File: src/rtl/alu_issue.sv
// Issue/writeback sequencer for ARMv4 data-processing ops driving an external ALU.
// Define ALU_ISSUE_IMM_EN to decode I=1 rotated immediates; otherwise they are rejected.
module alu_issue (
  input  logic        clk,
  input  logic        rst_n,
  input  logic        instr_valid,
  output logic        instr_ready,
  input  logic [31:0] instr,
  output logic [3:0]  rf_raddr_a,
  output logic [3:0]  rf_raddr_b,
  input  logic [31:0] rf_rdata_a,
  input  logic [31:0] rf_rdata_b,
  output logic [31:0] alu_a,
  output logic [31:0] alu_b,
  output logic [3:0]  alu_sel,
  input  logic [63:0] alu_out,
  output logic        rf_we,
  output logic [3:0]  rf_waddr,
  output logic [31:0] rf_wdata,
  output logic [3:0]  flags,
  output logic        err
);

  typedef enum logic [2:0] {IDLE, READ, EXEC, WB, ERR} state_t;

  state_t      state, next;
  logic [31:0] ir, opa, opb, res, opb_next;
  logic        accept, reject, imm_rej;

  wire [3:0] rn = ir[19:16];
  wire [3:0] rd = ir[15:12];
  wire [3:0] rm = ir[3:0];
  wire [3:0] op = ir[24:21];
  wire       s  = ir[20];

  wire [3:0] in_op = instr[24:21];

`ifdef ALU_ISSUE_IMM_EN
  logic [4:0]  rot;
  logic [31:0] imm;
  assign imm_rej  = 1'b0;
  assign rot      = {ir[11:8], 1'b0};
  assign imm      = ({24'h0, ir[7:0]} >> rot) | ({24'h0, ir[7:0]} << (6'd32 - {1'b0, rot}));
  assign opb_next = ir[25] ? imm : rf_rdata_b;
`else
  assign imm_rej  = instr[25];
  assign opb_next = rf_rdata_b;
`endif

  assign accept = instr_valid && instr_ready;
  assign reject = (instr[27:26] != 2'b00) || (in_op == 4'b0101) || (in_op == 4'b0110) ||
                  (in_op == 4'b0111) || (!instr[25] && (instr[11:4] != 8'h00)) || imm_rej;

  always_comb begin
    next = state;
    case (state)
      IDLE:    if (accept) next = reject ? ERR : READ;
      READ:    next = EXEC;
      EXEC:    next = WB;
      WB:      next = IDLE;
      ERR:     next = IDLE;
      default: next = IDLE;
    endcase
  end

  // TST/TEQ/CMP/CMN share opcode[3:2]=10: compare-only, always set flags
  wire cmp_op = (op[3:2] == 2'b10);
  wire upd    = s || cmp_op;

  logic [32:0] sum;
  logic [31:0] diff, rdiff;
  logic [3:0]  nflags;

  always_comb begin
    sum    = {1'b0, opa} + {1'b0, opb};
    diff   = opa - opb;
    rdiff  = opb - opa;
    nflags = {res[31], (res == 32'h0), flags[1], flags[0]};
    case (op)
      4'b0100, 4'b1011: begin
        nflags[1] = sum[32];
        nflags[0] = (opa[31] == opb[31]) && (sum[31] != opa[31]);
      end
      4'b0010, 4'b1010: begin
        nflags[1] = (opa >= opb);
        nflags[0] = (opa[31] != opb[31]) && (diff[31] != opa[31]);
      end
      4'b0011: begin
        nflags[1] = (opb >= opa);
        nflags[0] = (opa[31] != opb[31]) && (rdiff[31] != opb[31]);
      end
      default: ;
    endcase
  end

  always_ff @(posedge clk or negedge rst_n) begin
    if (!rst_n) begin
      state       <= IDLE;
      instr_ready <= 1'b0;
      ir          <= '0;
      opa         <= '0;
      opb         <= '0;
      res         <= '0;
      flags       <= '0;
    end else begin
      state       <= next;
      instr_ready <= (next == IDLE);
      if (accept)                ir    <= instr;
      if (state == READ) begin
        opa <= rf_rdata_a;
        opb <= opb_next;
      end
      if (state == EXEC)         res   <= alu_out[31:0];
      if ((state == WB) && upd)  flags <= nflags;
    end
  end

  always_comb begin
    rf_raddr_a = '0;
    rf_raddr_b = '0;
    if (state == READ) begin
      rf_raddr_a = rn;
      rf_raddr_b = rm;
    end
  end

  // ADD/CMN reuse the subtractor with a negated B; MOV/MVN zero A into OR/NOR
  always_comb begin
    alu_a   = '0;
    alu_b   = '0;
    alu_sel = '0;
    if (state == EXEC) begin
      alu_a = opa;
      alu_b = opb;
      case (op)
        4'b0000, 4'b1000: alu_sel = 4'b0000;
        4'b1110: begin alu_sel = 4'b0000; alu_b = ~opb; end
        4'b0001, 4'b1001: alu_sel = 4'b0001;
        4'b0010, 4'b1010: alu_sel = 4'b0010;
        4'b0011: alu_sel = 4'b0011;
        4'b0100, 4'b1011: begin alu_sel = 4'b0010; alu_b = -opb; end
        4'b1100: alu_sel = 4'b1001;
        4'b1101: begin alu_sel = 4'b1001; alu_a = '0; end
        4'b1111: begin alu_sel = 4'b1011; alu_a = '0; end
        default: alu_sel = 4'b0000;
      endcase
    end
  end

  always_comb begin
    rf_we    = 1'b0;
    rf_waddr = '0;
    rf_wdata = '0;
    if (state == WB && !cmp_op) begin
      rf_we    = 1'b1;
      rf_waddr = rd;
      rf_wdata = res;
    end
  end

  assign err = (state == ERR);

  logic unused;
  assign unused = ^{alu_out[63:32], ir[31:25], ir[11:4]};

endmodule

File: config.mk
export PLATFORM = sky130hd
export DESIGN_NAME = alu_issue
export DESIGN_NICKNAME = d
export VERILOG_FILES = /design/src/rtl/alu_issue.sv
export SDC_FILE = /design/constraint.sdc
export NUM_CORES = 1
export LEC_CHECK = 0
export BUFFER_PORTS_ARGS = -buffer_cell sky130_fd_sc_hd__buf_2
export CORE_UTILIZATION = 50
export CTS_CLUSTER_DIAMETER = 200
export CTS_CLUSTER_SIZE = 24
export DETAILED_ROUTE_END_ITERATION = 6
export HOLD_SLACK_MARGIN = 0.1
export PLACE_DENSITY_LB_ADDON = 0.2
export SETUP_SLACK_MARGIN = 0.05
export SLEW_MARGIN = 10
export SYNTH_ARGS = -nofsm -noshare
export SYNTH_HDL_FRONTEND = slang
export SYNTH_SLANG_ARGS = --single-unit
File: constraint.sdc
create_clock -name clk -period 3.3 [get_ports clk]
set_clock_uncertainty 0.2 [all_clocks]
set_input_delay 0 -clock clk [delete_from_list [all_inputs] [get_ports clk]]
set_output_delay 0 -clock clk [all_outputs]
set_load 0.03 [all_outputs]
==> metrics <==
status finished, violations left; failing checks design-rule violations, negative setup slack; final worst slack -7.34 ps; pin slew with the least headroom to its limit 836 ps; Final nets 1,606; post-DP HPWL 17.2 mm; TritonCTS Buffers 17; vias per cell around 5.4; Residual DRC 2; crit path from opb[5]; reg2reg start opb[5]; Int Power 6.43 mW; grt total ovfl 0; hold crit path type in2reg; top cell type's share of synthesized area between 30% and 40%; Synth Area per Inst 8.77 µm²; TritonCTS clock tree built; yosys warns 0; Root Driver clkbuf_16; Ant. Diodes 0; Die Height 134 µm; power share of the combinational group between 50% and 60%; dominant cell type by area after synthesis dfrtp_1; vias in the first global route approximately 8,400; count of cell types in the netlist 65; synth cell count leaders 121 x dfrtp_1, 99 x o21ai_0, 97 x ha_1, 87 x nand2_1, 81 x inv_1; f_max 0.302 GHz; Vias 8,467; CP required 3100 ps; EDFF count, synth 0; Reg2Reg Depth 10; RR Endpoint flags[1]; average wire per standard cell ~17 µm; CORE AREA 0.0168 mm²; initial DRC count 471; final setup TNS -7.34 ps; leading post-synthesis cells by cell area dfrtp_1 35%, ha_1 14%, mux2_2 6.4%; Cell Rows 47; most numerous cell in the Yosys netlist dfrtp_1; Longest Clk Path Bufs 2; Clock power frac 16.4%; sequential power share 25.4%; hold path start rf_rdata_a[13]; critical path class reg2out; P_sw about 6 mW; die area about 0.018 mm²; initial antenna violation count 0; largest net degree at the start of global routing 130; clk sinks 121; total track usage 29.7%; Synth Register Bits between 100 and 150; fin. max-slew vios 0; RePlAce Congestion 0.873; Post-Syn Nets 1,250; Worst R2R Setup Slack 210 ps; crit end category output port; layout cells sized above 1 27.8%; pre-CTS WS 308 ps; Reg clk slew, reported paths 60 ps; Final Hold Vio Count 0; starting density of the core 51.8%; crit path launch type flip-flop; Final Setup Violations 1; cell leakage power 5.96 nW; worst skew pair latency between 400 and 500 ps; Worst Hold Path Cells 4; hold worst-path end opa[13]; CTS H-tree depth 4; area grow syn2layout 39.5%; WP data arrival 3110 ps; Slew headroom 44.1%; Sw Ratio approximately half; synthesized area just under 0.009 mm²; Tmin final 3310 ps; antenna-violating nets left 0; top_reg_cell synth dfrtp_1; Async S/R FF share, synth 100%; post-synthesis sequential area ratio 34.9%; Pwr per Cell Area approximately 1000 mW/mm²; RSZ-0062 raised after global routing true; WL final approximately 26 mm; MaxCap Viol Count 0; Die Wd about 130 µm; I/O pins 282; Final period util 100%; DR pass1 iterations 7; port buffer count between 200 and 250; Mapped Cells 990; CP max FO 5; Max IR drop VDD 0.641 mV; first-pass GRT wire length 41.8 mm
[through the flow]
step | instances | utilization [%] | hold slack, ps | total power [mW] | area [µm²]
floorplan | 990 | - | -496 | 8.09 | 8680
global placement | 1422 | 60.5 | -117 | 9.82 | 10100
detailed placement | 1422 | 60.5 | -113 | 9.96 | 10100
CTS | 1573 | 71.6 | 103 | 12.2 | 12000
global route | 1579 | 72.3 | 116 | 13.4 | 12100
finish | 1579 | 72.3 | 116 | 12.4 | 12100
[placed cells by master, fill, tap and decap left out, drive strengths merged, types with 6 or more instances in the layout]
cell type      n
a21o           9
a21oi         51
and2          80
and3           6
buf          264
clkbuf        19
dfrtp        121
dlygate4sd3  118
ha            97
inv           85
mux2          49
nand2         87
nand2b         6
nand3         17
nand4         11
nor2          68
nor2b          9
nor3          22
nor4          17
o211ai         7
o21ai        108
or3            6
or4            9
xnor2         32
[worst max-delay path, stage by stage, from the launching register on]
cell,delay (ps)
dfrtp_2,420
or4_4,580
nor3_4,210
nand4_1,230
or3_4,500
nor3_2,180
o21ai_1,90
xnor2_1,160
nor2_1,120
buf_4,190
[metal layers]
| layer | track usage, % | vias up | share of wire, % |
|---|---|---|---|
| li1 | - | 4088 | - |
| met1 | 36.7 | 4043 | 43 |
| met2 | 50.1 | 272 | 49 |
| met3 | 5.90 | 64 | 4.8 |
| met4 | 12.7 | 0 | 3.4 |
| met5 | 0 | - | 0 |
[how the worst max path moves through the flow]
stage | endpoint | depth (start not counted)
floorplan | flags[0] | 10
global placement | flags[0] | 9
detailed placement | flags[1] | 10
CTS | alu_b[26] | 11
global route | alu_b[29] | 9
finish | alu_b[31] | 9
[logic make-up after synthesis]
group | share of synthesized area, %
AOI/OAI and AO/OA | 14.5
DFF | 34.9
muxes | 6.47
adders and majority gates | 14.0
xor gates and xnor gates | 3.23
other | 0.0432
buffers and inverters | 5.68
and+or+nand+nor | 21.2
[flip-flops by register name (all words and copies together) (netlist names)]
signal       count
instr_ready      1
res             32
opb             32
ir              17
state            3
opa             32
flags            4
[repair_timing]
| action | 4_1_cts | 5_1_grt |
|---|---|---|
| pin swaps | 0 | 7 |
| endpoints found under the setup margin | 4 | 11 |
| setup buffers | 0 | 6 |
| gates cloned | 0 | 0 |
| resized for setup | 2 | 22 |
| hold buffers | 119 | 0 |
| endpoints found under the hold margin | 208 | 0 |
[power by group through the flow]
stage / clock network [mW] / logic [mW] / registers (mW)
2_1_floorplan: 0 / 5.23 / 2.86
3_3_place_gp: 0 / 6.74 / 3.07
3_5_place_dp: 0 / 6.84 / 3.11
4_1_cts: 2.05 / 7.03 / 3.10
5_1_grt: 2.13 / 7.95 / 3.27
6_report: 2.03 / 7.23 / 3.15
[cell type report]
class,count,area (µm²)
multi-input cells,742,5250
fillers,1204,4650
flip-flops and latches,121,3030
repair buffers,382,2610
clock buffers,19,443
inverters,82,308
well taps,220,275
clock inverters,13,193
Note: power is estimated with default switching activity, not from simulation.
